### src/rtl/zed_led_sequencer.sv
// zed_led_sequencer: drives ZedBoard user LEDs LD7..LD0 through four display modes
// (SELFTEST 0xAB, COUNT, WALK, BOUNCE). BTNU is synchronized, debounced and advances
// the mode. A prescaler sets the pattern step rate.
// Latency: a held BTNU first sampled at edge k updates MODE/LD at edge k+1+DEBOUNCE_CYCLES;
// steps land every TICK_DIV cycles after reset or a mode change. No backpressure.
// Ports: GCLK clock; BTNC synchronous active-high reset; BTNU async mode button;
//        LD[7:0] registered LED drive; MODE[1:0] registered current mode.
// Optional build macro ZED_LED_HEARTBEAT_EN: LD[7] becomes a heartbeat that toggles
// on every step tick (reset value 1); the internal pattern is unchanged.
module zed_led_sequencer #(
    parameter int TICK_DIV        = 50_000_000,
    parameter int DEBOUNCE_CYCLES = 1_000_000
) (
    input  logic       GCLK,
    input  logic       BTNC,
    input  logic       BTNU,
    output logic [7:0] LD,
    output logic [1:0] MODE
);

    localparam int PW = $clog2(TICK_DIV);
    localparam int DW = $clog2(DEBOUNCE_CYCLES);
    localparam logic [PW-1:0] P_LAST = PW'(TICK_DIV - 1);
    localparam logic [DW-1:0] D_LAST = DW'(DEBOUNCE_CYCLES - 1);

    localparam logic [1:0] ST_SELFTEST = 2'd0;
    localparam logic [1:0] ST_COUNT    = 2'd1;
    localparam logic [1:0] ST_WALK     = 2'd2;
    localparam logic [1:0] ST_BOUNCE   = 2'd3;

    localparam logic [7:0] PAT_SELFTEST = 8'hAB;

    localparam logic DIR_LEFT  = 1'b0;
    localparam logic DIR_RIGHT = 1'b1;

    logic          s1, s2, stable;
    logic [DW-1:0] dcnt;
    logic [PW-1:0] pcnt;
    logic          adv, tick;
    logic [1:0]    mode, mode_nxt;
    logic [7:0]    pat;
    logic          dir;

    // Advance only on the debounced rising edge; the release update has s2 == 0.
    assign adv      = s2 && !stable && (dcnt == D_LAST);
    assign tick     = (pcnt == P_LAST);
    assign mode_nxt = mode + 2'd1;

    // Synchronizer and debounce
    always_ff @(posedge GCLK) begin
        if (BTNC) begin
            s1     <= 1'b0;
            s2     <= 1'b0;
            stable <= 1'b0;
            dcnt   <= '0;
        end else begin
            s1 <= BTNU;
            s2 <= s1;
            if (s2 != stable) begin
                if (dcnt == D_LAST) begin
                    stable <= s2;
                    dcnt   <= '0;
                end else begin
                    dcnt <= dcnt + 1'b1;
                end
            end else begin
                dcnt <= '0;
            end
        end
    end

    // Prescaler; a mode change restarts the step period.
    always_ff @(posedge GCLK) begin
        if (BTNC || adv || tick)
            pcnt <= '0;
        else
            pcnt <= pcnt + 1'b1;
    end

    // Mode FSM and pattern register. adv takes priority and swallows a coincident tick.
    always_ff @(posedge GCLK) begin
        if (BTNC) begin
            mode <= ST_SELFTEST;
            pat  <= PAT_SELFTEST;
            dir  <= DIR_LEFT;
        end else if (adv) begin
            mode <= mode_nxt;
            case (mode_nxt)
                ST_SELFTEST: pat <= PAT_SELFTEST;
                ST_COUNT:    pat <= 8'h00;
                ST_WALK:     pat <= 8'h01;
                default: begin
                    pat <= 8'h01;
                    dir <= DIR_LEFT;
                end
            endcase
        end else if (tick) begin
            case (mode)
                ST_SELFTEST: pat <= pat;
                ST_COUNT:    pat <= pat + 8'd1;
                ST_WALK:     pat <= {pat[6:0], pat[7]};
                default: begin
                    // Direction flips on the step that lands on an end LED.
                    if (dir == DIR_LEFT) begin
                        pat <= {pat[6:0], 1'b0};
                        if (pat == 8'h40)
                            dir <= DIR_RIGHT;
                    end else begin
                        pat <= {1'b0, pat[7:1]};
                        if (pat == 8'h02)
                            dir <= DIR_LEFT;
                    end
                end
            endcase
        end
    end

`ifdef ZED_LED_HEARTBEAT_EN
    logic hb;

    // Heartbeat follows the effective step ticks and survives mode changes.
    always_ff @(posedge GCLK) begin
        if (BTNC)
            hb <= 1'b1;
        else if (tick && !adv)
            hb <= ~hb;
    end

    assign LD = {hb, pat[6:0]};
`else
    assign LD = pat;
`endif

    assign MODE = mode;

endmodule

### config.mk
export PLATFORM = sky130hd
export DESIGN_NAME = zed_led_sequencer
export DESIGN_NICKNAME = d
export VERILOG_FILES = /design/src/rtl/zed_led_sequencer.sv
export SDC_FILE = /design/constraint.sdc
export NUM_CORES = 1
export LEC_CHECK = 0
export ABC_AREA = 1
export CAP_MARGIN = 30
export CORE_MARGIN = 5
export CORE_UTILIZATION = 60
export CTS_BUF_LIST = sky130_fd_sc_hd__clkbuf_8
export CTS_CLUSTER_SIZE = 30
export DETAILED_ROUTE_END_ITERATION = 6
export GPL_ROUTABILITY_DRIVEN = 0
export PLACE_DENSITY = 0.84
export SLEW_MARGIN = 20
export SYNTH_ARGS = -nofsm -noshare
export SYNTH_HDL_FRONTEND = slang
export SYNTH_SLANG_ARGS = --single-unit
### constraint.sdc
create_clock -name GCLK -period 4.9 [get_ports GCLK]
set_input_delay 0.735 -clock GCLK [delete_from_list [all_inputs] [get_ports GCLK]]
set_output_delay 0.735 -clock GCLK [all_outputs]
set_load 0.005 [all_outputs]
* Yosys cells after proc, flatten, opt, wreduce, memory -nomap -nowiden
Index checks and enable logic that the tools add are counted.
Storage, ports and cells: register bits 60, bits of input ports 3, output and inout bits 10, word-level logic and storage cells 51
Cells by class: add/sub/neg operators 4, eq/ne operators 12, mux-type cells 12, bitwise logic cells 1, reduce and logical (&&, ||, !) cells 14
Operators by type and width (count):
- $add 26x1->26 const B | 1
- $eq 26x26->1 const B | 1
- $mux 8 | 3
- $pmux 8 s3 | 1
- $add 20x1->20 const B | 1
- $eq 20x20->1 const B | 1
- $pmux 8 s2 | 1
- $reduce_or 3->1 | 3
- $add 8x1->8 const B | 1
- $eq 8x2->1 const B | 1
- $eq 8x7->1 const B | 1
- $mux 1 | 7
- $eq 2x1->1 const B | 2
- $eq 2x2->1 const B | 2
- $logic_not 2->1 | 2
- $ne 2x2->1 const B | 2
- $reduce_and 2->1 | 2
- $reduce_and 3->1 | 1
- $add 2x1->2 const B | 1
- $logic_and 1x1->1 | 2
- $logic_or 1x1->1 | 2
- $ne 2x1->1 const B | 1
- $reduce_bool 2->1 | 1
- $logic_not 1->1 | 1
- 2 further kinds | 2

* Longest topological paths before layout
Gate-level depths: netlist (run 1).
depth after elaboration 6, gate-level depth with buffers 11, gate-level depth less buffers 11

* Worst setup path after synthesis (run 1)
OpenSTA, ideal clock, no wires.
path type register to register, start reg mode[0] (netlist: MODE[0]), end reg pat[4] (netlist: LD[4]), library setup time 0.116 ns, data arrival time 1.558 ns, data required time 4.784 ns, path slack 3.226 ns, stages on the path, launching flop included 10, path buffers 1, clock period less this slack 1.674 ns, path through dfxtp_1 > inv_1 > ha_1 > inv_1 > clkbuf_1 > o21ai_0 > a21oi_1 > a21oi_1 > nand2_1 > a21oi_1
Between the ends: word-level cells in the longest chain between the ends 4
RTL lines:
- from (decl) | line 40 | logic [1:0] mode, mode_nxt;
- from (signal assigned) | line 87 | mode <= mode_nxt;
- $eq 2x2->1, or another cell as far along | line 98 | case (mode)
- $pmux 8 s3 | line 98
- $mux 8 | line 97 | end else if (tick) begin
- $mux 8 | line 86 | end else if (adv) begin
- to (signal assigned) | line 99 | ST_SELFTEST: pat <= pat;
- to (signal assigned) | line 100 | ST_COUNT: pat <= pat + 8'd1;
- to (signal assigned) | line 101 | ST_WALK: pat <= {pat[6:0], pat[7]};
- to (decl) | line 41 | logic [7:0] pat;
Several ways; a longest one is shown, not always the timed one. The select of a mux whose other input is x is not followed. A chain may end at the register's enable or synchronous reset.

* Worst setup path after layout (run 1)
start reg pat[1] (netlist: LD[1]), end out LD[1]
RTL lines:
- to (decl) | line 17 | output logic [7:0] LD,
No word-level cell between the ends.

==> results.yml, run 1 <==
route:
  routed_via_density: 5.43
  drtAntennaViolNets: 0
  drtPass1Iterations: 5
  vias: 3377
  drc: 0
  wl_um: 7550
  drt-initial-drc-count: 203
  routedWlPerCell_um: 12.1
clock_network:
  clkLatencyLatePin_ns: 0.34
  cts_resized: 0
  htree_num_levels: 3
  clock-sinks: 60
  cts_tree: "yes"
  clockBufferDepth: 2
  cts_root_buf: "clkbuf_8"
  clk_pin_slew_worst_paths_ns: 0.07
  cts_buffers: 9
  cts_setup_buffers: 0
  hold_buffers: 0
setup_path:
  r2r_end: "pcnt[17]"
  cp_slowest_stage_delay_ns: 0.56
  cpMaxStageDelayCell: "clkdlybuf4s50_1"
  cp-end-kind: "output port"
  crit_end: "LD[1]"
  start_kind: "flip-flop"
  critical_path.max_fanout: 9
  arrival_ns: 1.40
  path_buf_inv: 1
  crit-reg2reg-launch: "dcnt[0]"
  cp_top_family: "buffers and inverters"
  worst_r2r_path_depth: 6
  worstPathCellList: "clkdlybuf4s50_1"
  cp-startpoint: "LD[1]"
  cp.depth: 1
  path_class: "reg2out"
  r2r_slack_ns: 2.96
  worstPathRequired_ns: 4.16
synth:
  yosys_warnings: 0
  synth_ff_type: "dfxtp_1"
  synthCells: 526
  synth-edff-count: 0
  synthArstFlopShare_pct: 0
  ys_types: 36
  yosysSeqAreaShare_pct: 34.1
  syn-num-nets: 540
  synthesis.area_mm2: 0.00352
  synth.avg_cell_area_um2: 6.70
  synth_seq_cells: 60
layout:
  antenna-diode-count: 0
  multi_input_area_mm2: 0.00204
  area.sequential_mm2: 0.00120
  drive_gt1_share_pct: 9.14
  area_delta_synth_final_pct: 10.4
  final_cell_mix: "112 x nand2_1, 82 x nor2_1, 62 x inv_1, 60 x dfxtp_1, 48 x a21oi_1"
  nets: 556
  final_common_cell: "nand2_1"
  nFillCells: 507
pwr:
  combPwrFrac_pct: 1.6
  p_leak_nw: 1.44
  p_seq_share_pct: 51.6
  peakVddDrop_v: 0.000153
  p_int_uw: 754
  p_clk_share_pct: 46.8
  switching_share_pct: 21.0
  p_total_uw: 955
  p_sw_uw: 201
  powerDensity_mw_per_mm2: 245
floorplanning:
  rows: 28
  start_util_pct: 60.6
  die_h_um: 86.6
  core_area_mm2: 0.00582
  io_pins: 13
  dieArea_mm2: 0.00751
  chipWidth_um: 86.6
sta:
  fin_crit_sh_pct: 43.5
  fin_skew_ns: 0.00903
  fmax_ghz: 0.469
  setup_viol: 0
  worst_pin_slew_ns: 0.518
  slew_headroom_pct: 65.4
  fin_crit_ns: 2.13
  tns_ns: 0
  slew_viol_final: 0
  hold_viol: 0
  rsz0062_at_grt: "false"
run_status:
  status: "finished clean"
placed_design:
  dp_hpwl_um: 5540
  port_buffers: 12
global_routing:
  grt_pass1_wl_um: 13200
  grt_max_degree: 27
  grt_pass1_vias: 3144
  grt_usage_pct: 21.5
  antenna_found_initial: 0
  overflow: 0
min_path:
  hold_class: "reg2reg"
flow_run:
  max-cap-violations: 0
==> power groups by stage <==
stage          combinational [mW]  clock (mW)  sequential [mW]
5_1_grt                    0.0180       0.485            0.492
3_5_place_dp               0.0156           0            0.504
4_1_cts                    0.0157       0.456            0.493
6_report                   0.0154       0.447            0.493
3_3_place_gp               0.0149           0            0.503
2_1_floorplan              0.0124           0            0.503
==> worst min path at each step <==
stage               endpoint  start  slack [ns]  depth (start not counted)
floorplan                 s2     s1        0.39                          2
global placement          s2     s1        0.39                          2
detailed placement        s2     s1        0.40                          2
CTS                       s2     s1        0.41                          2
global route              s2     s1        0.45                          2
finish                    s2     s1        0.41                          2
==> area by class of cell <==
| class | count | share of cell area [%] |
|---|---|---|
| multi-input combinational | 395 | 52.3 |
| sequential | 60 | 30.9 |
| inverter | 64 | 6.17 |
| clock buffer | 11 | 3.89 |
| timing repair buffer | 12 | 3.09 |
| tap | 75 | 2.41 |
| clock inverter | 5 | 1.29 |
==> stage by stage <==
stage / area [um^2] / setup slack [ns] / std cells / util, % / hold WS [ns]
after floorplan: 3520 / 3.23 / 526 / - / 0.388
after global placement: 3690 / 2.58 / 606 / 63.5 / 0.391
after detailed placement: 3690 / 2.50 / 606 / 63.5 / 0.405
after CTS: 3890 / 2.76 / 622 / 66.9 / 0.415
after global routing: 3890 / 2.66 / 622 / 66.9 / 0.453
final: 3890 / 2.77 / 622 / 66.9 / 0.407
==> flip-flops by register name, indices dropped and copies added (netlist names) <==
signal and cells:
LD 8, MODE 2, dcnt 20, dir 1
pcnt 26, s1 1, s2 1, stable 1
==> synth_stat cells, types with 2 or more instances <==
cell type	instances	share of area, %
nand2_1	112	12
nor2_1	82	8.7
inv_1	62	6.6
dfxtp_1	60	34
a21oi_1	48	6.8
nand3_1	38	5.4
o21ai_0	15	2.1
nor3_1	14	2.0
ha_1	11	3.9
nand4_1	11	2.0
xor2_1	11	2.7
or2_2	7	1.2
nand2_2	6	1.1
nor2_2	6	1.1
nand3_2	5	1.4
nor3b_1	5	1.1
xnor2_1	4	0.99
or2_0	3	0.53
buf_2	2	0.28
buf_6	2	0.64
clkbuf_1	2	0.21
inv_2	2	0.21
nand3b_1	2	0.43
nor2_4	2	0.64
nor3b_2	2	0.71
nor4_1	2	0.35
==> kinds of logic (layout without fill, tap and decap cells) <==
logic type | Yosys count | after routing | share of synthesized area, %
AND/OR/NAND/NOR | 302 | 302 | 40.3
buffers and inverters | 71 | 92 | 8.16
AO/OA/AOI/OAI | 67 | 67 | 9.83
flip-flops | 60 | 60 | 34.1
XOR/XNOR | 15 | 15 | 3.73
adder cells (fa/ha/maj) | 11 | 11 | 3.90
==> metal layers <==
| layer | wire length [um] | global-route usage [%] | up-vias |
|---|---|---|---|
| li1 | - | - | 1726 |
| met1 | 3430 | 27.2 | 1545 |
| met2 | 3640 | 35.9 | 91 |
| met3 | 340 | 4.09 | 15 |
| met4 | 138 | 8.92 | 0 |
| met5 | 0 | 0 | - |
Power figures use the tool's default switching activity.
==> run 2, diff against run 1 <==
Settings changed: CORE_UTILIZATION 60 to 57, PLACE_DENSITY 0.84 to 0.83.
Clock period 4.9 ns to 1.8 ns, I/O delays scaled along.
==> run 2 against run 1 <==
Critical path depth unchanged. Worst hold slack improved by 0.037 ns. Sequential cell count unchanged. First-iteration DRC count increased by 30%. Combinational power increased to 3.5 times the previous value. Count of clock-buffer cells in the layout unchanged. Via count increased by 1.7%. Cell count increased by 1.6%.
==> results.yml, run 2 (same netlist as run 1, synthesis figures left out) <==
run_status:
  status: "finished clean"
clock_network:
  cts_buffers: 9
  htree_num_levels: 3
  clock-sinks: 60
  cts_tree: "yes"
  cts_setup_buffers: 0
  cts_root_buf: "clkbuf_8"
  clockBufferDepth: 2
  clkLatencyLatePin_ns: 0.35
  hold_buffers: 0
  clk_pin_slew_worst_paths_ns: 0.06
route:
  drt-initial-drc-count: 264
  drc: 0
  vias: 3433
  routedWlPerCell_um: 12.5
  wl_um: 7930
  routed_via_density: 5.43
  drtAntennaViolNets: 0
  drtPass1Iterations: 5
sta:
  hold_viol: 0
  worst_pin_slew_ns: 0.362
  timing.hold.ws_ns: 0.444
  fin_ws_ns: 0.123
  slew_headroom_pct: 75.9
  setup_viol: 0
  fin_crit_ns: 1.68
  slew_viol_final: 0
  fmax_ghz: 0.596
  fin_crit_sh_pct: 93.2
  fin_skew_ns: 0.0111
setup_path:
  r2r_end: "pcnt[2]"
  path_class: "reg2out"
  cp_top_family: "buffers and inverters"
  worst_r2r_path_depth: 7
  cp-startpoint: "LD[6]"
  worstPathRequired_ns: 1.53
  cp_slowest_stage_delay_ns: 0.57
  cp-end-kind: "output port"
  worstPathCellList: "clkdlybuf4s50_1"
  arrival_ns: 1.41
  start_kind: "flip-flop"
  r2r_slack_ns: 0.15
  critical_path.max_fanout: 8
  cpMaxStageDelayCell: "clkdlybuf4s50_1"
  path_buf_inv: 1
  crit-reg2reg-launch: "dcnt[0]"
global_routing:
  grt_pass1_vias: 3144
  grt_pass1_wl_um: 13800
  grt_usage_pct: 22.1
  grt_max_degree: 27
  antenna_found_initial: 0
  overflow: 0
min_path:
  worstHoldEndpoint: "s2"
  whs_path_depth: 2
  hold_path.startpoint: "s1"
  hold_class: "reg2reg"
layout:
  fin_cells: 632
  final_cell_mix: "112 x nand2_1, 81 x nor2_1, 64 x inv_1, 60 x dfxtp_1, 48 x a21oi_1"
  area_delta_synth_final_pct: 12.6
  antenna-diode-count: 0
  regMostFlops: "pcnt"
  final_common_cell: "nand2_1"
  postLayoutCellArea_mm2: 0.00397
  nets: 567
  drive_gt1_share_pct: 10.6
  largest_reg_flops: 26
floorplanning:
  io_pins: 13
  dieArea_mm2: 0.00786
  die_h_um: 88.6
  start_util_pct: 59.2
  chipWidth_um: 88.6
  rows: 28
  core_area_mm2: 0.00596
placed_design:
  port_buffers: 12
  place_ws_ns: 0.119
  dp_hpwl_um: 5960
  dpl-instance-area_mm2: 0.00380
  dp.cells: 617
flow_run:
  max-cap-violations: 0
pwr:
  powerDensity_mw_per_mm2: 618
  peakVddDrop_v: 0.000445
  p_leak_nw: 1.49
-- run 2: cell types whose count changed in the layout (fill, tap and decap cells not counted) --
cell | previous run | this run
inv_1 | 62 | 64
bufinv_16 | 1 | 0
buf_4 | 0 | 9
nor2_1 | 82 | 81
clkinv_2 | 4 | 2
buf_12 | 0 | 2
nor2_2 | 6 | 7
-- run 2: where the power goes --
part           switching, mW  internal, mW
combinational         0.0310        0.0228
clock                  0.506         0.552
sequential           0.00560          1.34
-- run 2: stage by stage --
step | TNS, ns | total power [mW] | utilization, %
6_report | 0 | 2.45 | 66.7
5_1_grt | -0.0203 | 2.54 | 66.7
4_1_cts | 0 | 2.47 | 66.6
3_5_place_dp | 0 | 1.43 | 63.8
3_3_place_gp | 0 | 1.42 | 63.8
2_1_floorplan | 0 | 1.40 | -
-- run 2: per-layer routing --
layer	GRT usage [%]	share of wire, %
met5	0	0
met4	9.07	1.6
met3	5.40	6.4
met2	36.1	48
met1	27.9	44
-- run 2: repair_timing --
action | in CTS | in global routing
gates resized for setup | 0 | 1
endpoints found under the hold margin | 0 | 0
endpoints found under the setup margin | 0 | 9
-- run 2: worst max path at each step --
stage               slack, ns  endpoint  cells after the start
floorplan                0.13     LD[4]                      9
global placement         0.17  pcnt[18]                      7
detailed placement       0.12   pcnt[2]                      7
CTS                      0.11   pcnt[2]                      7
global route            -0.01  pcnt[18]                     11
finish                   0.12     LD[6]                      1
-- run 2: area by class of cell --
cell class                      count  area [um^2]
Clock buffer                       11          151
Clock inverter                      4         17.5
Fill cell                         527         1990
Inverter                           64          240
Multi-Input combinational cell    395         2040
Sequential cell                    60         1200
Tap cell                           75         93.8
Timing Repair Buffer               23          228
==> patch, RTL diff (settings of run 2) <==
Change the parameter `TICK_DIV` from 50_000_000 to 25_000_000.
--- a/src/rtl/zed_led_sequencer.sv
+++ b/src/rtl/zed_led_sequencer.sv
@@ -10,3 +10,3 @@
 module zed_led_sequencer #(
-    parameter int TICK_DIV        = 50_000_000,
+    parameter int TICK_DIV        = 25_000_000,
     parameter int DEBOUNCE_CYCLES = 1_000_000
Function: no difference found for any inputs over 10 cycles, from zero or initial values; that may be too few to reach the edited logic, so the function may still have changed.
==> patch against run 2 <==
  * Critical path depth up 1
  * Clock power up 10%
  * Clock skew about the same
  * Power up 3.7%
  * Core utilization down 0.084 points
  * Highest routed layer unchanged
  * Sequential cell count down 1
  * Routed wire length up 3.5%
  * Area after synthesis down 0.75%
  * Design area down 0.13%
  * Register-to-register slack worse by 0.05 ns
  * Die area down 0.66%
  * Setup slack worse by 0.036 ns
==> patch: results (changes against run 2) <==
OUTCOME
------------------------------------------------------------------------------
Result of the run                                                 complete, no violations

PWR
------------------------------------------------------------------------------
P_leak                                                             0.001481 uW   -0.92%
Clk. pwr                                                               1170 uW   +10%
Switching fraction of total power                                       21.75%   -0.36 points
Peak supply drop                                                     0.4203 mV   -5.6%
Internal cell power                                                    1990 uW   +4.2%

YOSYS
------------------------------------------------------------------------------
Number of instances in the synthesized netlist                             538   +2.3%
Number of different library cells in the post-synthesis netlist             37   +2.8%
Register area share after synthesis                                     33.76%   -0.32 points
Syn_nets                                                                   552   +2.2%

LAYOUT
------------------------------------------------------------------------------
Final-layout fill cell count                                               524   -0.57%
Net total in the final layout                                              576   +1.6%
Flip-flop count of the largest register after layout                        25   -3.8%
Cell Count, Final, Fillers Out                                             640   +1.3%
Share of post-route cells with drive strength above 1                   8.496%   -2.1 points

TIMING
------------------------------------------------------------------------------
Slew headroom                                                           72.06%   -3.8 points
Minimum hold slack                                                   0.3932 ns   -0.05095 ns
Fin crit period                                                       1.713 ns   +0.03646 ns

WORST SETUP PATH
------------------------------------------------------------------------------
Setup crit start                                                         LD[0]
Launching point of the worst reg2reg path                              dcnt[1]
Register-to-Register Path Depth                                              8   +1
Worst R2R Setup Slack                                                  0.10 ns   -0.05 ns
Largest stage delay on the critical path                               0.50 ns   -0.07 ns
Largest fanout on the critical path                                          4   -4
CP endpoint                                                              LD[0]
Arrival time at the worst endpoint                                     1.44 ns   +0.03 ns
Worst r2r dst                                                         pcnt[22]

GLOBAL ROUTING
------------------------------------------------------------------------------
Tot GR Track Use                                                        22.82%   +0.70 points
Number of global-route vias before repair                                 3337   +6.1%
Global-route wire length before repair                                14300 um   +3.9%
Maximum number of pins on one net before global-route repair                26   -3.7%

ROUTING
------------------------------------------------------------------------------
Per-cell routed wire length                                           12.83 um   +2.2%
First-pass iteration count of the detailed router                            4   -1
Detailed-route vias per instance                                         5.561   +2.4%
Drt first-iter violations                                                  176   -33%

CLOCK TREE
------------------------------------------------------------------------------
Clock buffers created by TritonCTS                                           9   unchanged

PLACE
------------------------------------------------------------------------------
HPWL after detailed placement                                          5946 um   -0.31%
Number of placed cells counting well taps                                  624   +1.1%
Cell area after placement                                            3744 um^2   -1.4%

[patch: cell types whose count changed after synthesis, moves of 3 or more]
cell and change:
inv_1 +9, nor2_2 -4, nand4_1 +4, nand3b_1 +4, nor3_1 +4, nor2_1 -3
nand2_2 -5, nand2_1 +13, xor2_1 -5
[patch: metrics by stage]
stage | setup TNS [ns] | util [%] | setup WS, ns
6_report | 0 | 66.58 | 0.08660
5_1_grt | -0.02272 | 66.58 | -0.007237
4_1_cts | 0 | 65.90 | 0.08031
3_5_place_dp | 0 | 62.86 | 0.09680
3_3_place_gp | 0 | 62.86 | 0.1741
2_1_floorplan | 0 | - | 0.1085
[patch: final cells by class]
cell class | instances | share of cell area, %
Sequential cell | 59 | 29.85
Clock inverter | 4 | 1.104
Inverter | 74 | 7.100
Multi-Input combinational cell | 396 | 50.55
Timing Repair Buffer | 22 | 5.554
Clock buffer | 10 | 3.471
Tap cell | 75 | 2.367
[patch: cell families after synthesis]
group,count (synthesis),share of synthesized area [%]
DFF,59,33.76
xor gates and xnor gates,10,2.503
buffers and inverters,83,9.478
and+or+nand+nor,304,39.66
AOI/OAI and AO/OA,71,10.66
adders and majority gates,11,3.934
[patch: routing by layer]
metal  vias to the layer above  global-route usage [%]  routed length (um)
met2                       145                   39.56                3895
met3                        23                   4.935                 518
met5                         -                       0                   0
met1                      1601                   27.56                3633
met4                         0                   8.791                 161
li1                       1790                       -                   -
[patch: worst reg2reg max path, cell delays in order, from the launching register on]
cell and delay, ns:
dfxtp_1 0.36, ha_2 0.23, nand3_4 0.11, nor3_4 0.23, buf_4 0.18, nand3_4 0.14, nand3_2 0.12, buf_12 0.16
nor2_1 0.08
[patch: timing repair]
action                                 4_1_cts  5_1_grt
endpoints found under the hold margin        0        0
resized for setup                            0        7
buffers inserted                             0        2
setup endpoints to repair                    0       33
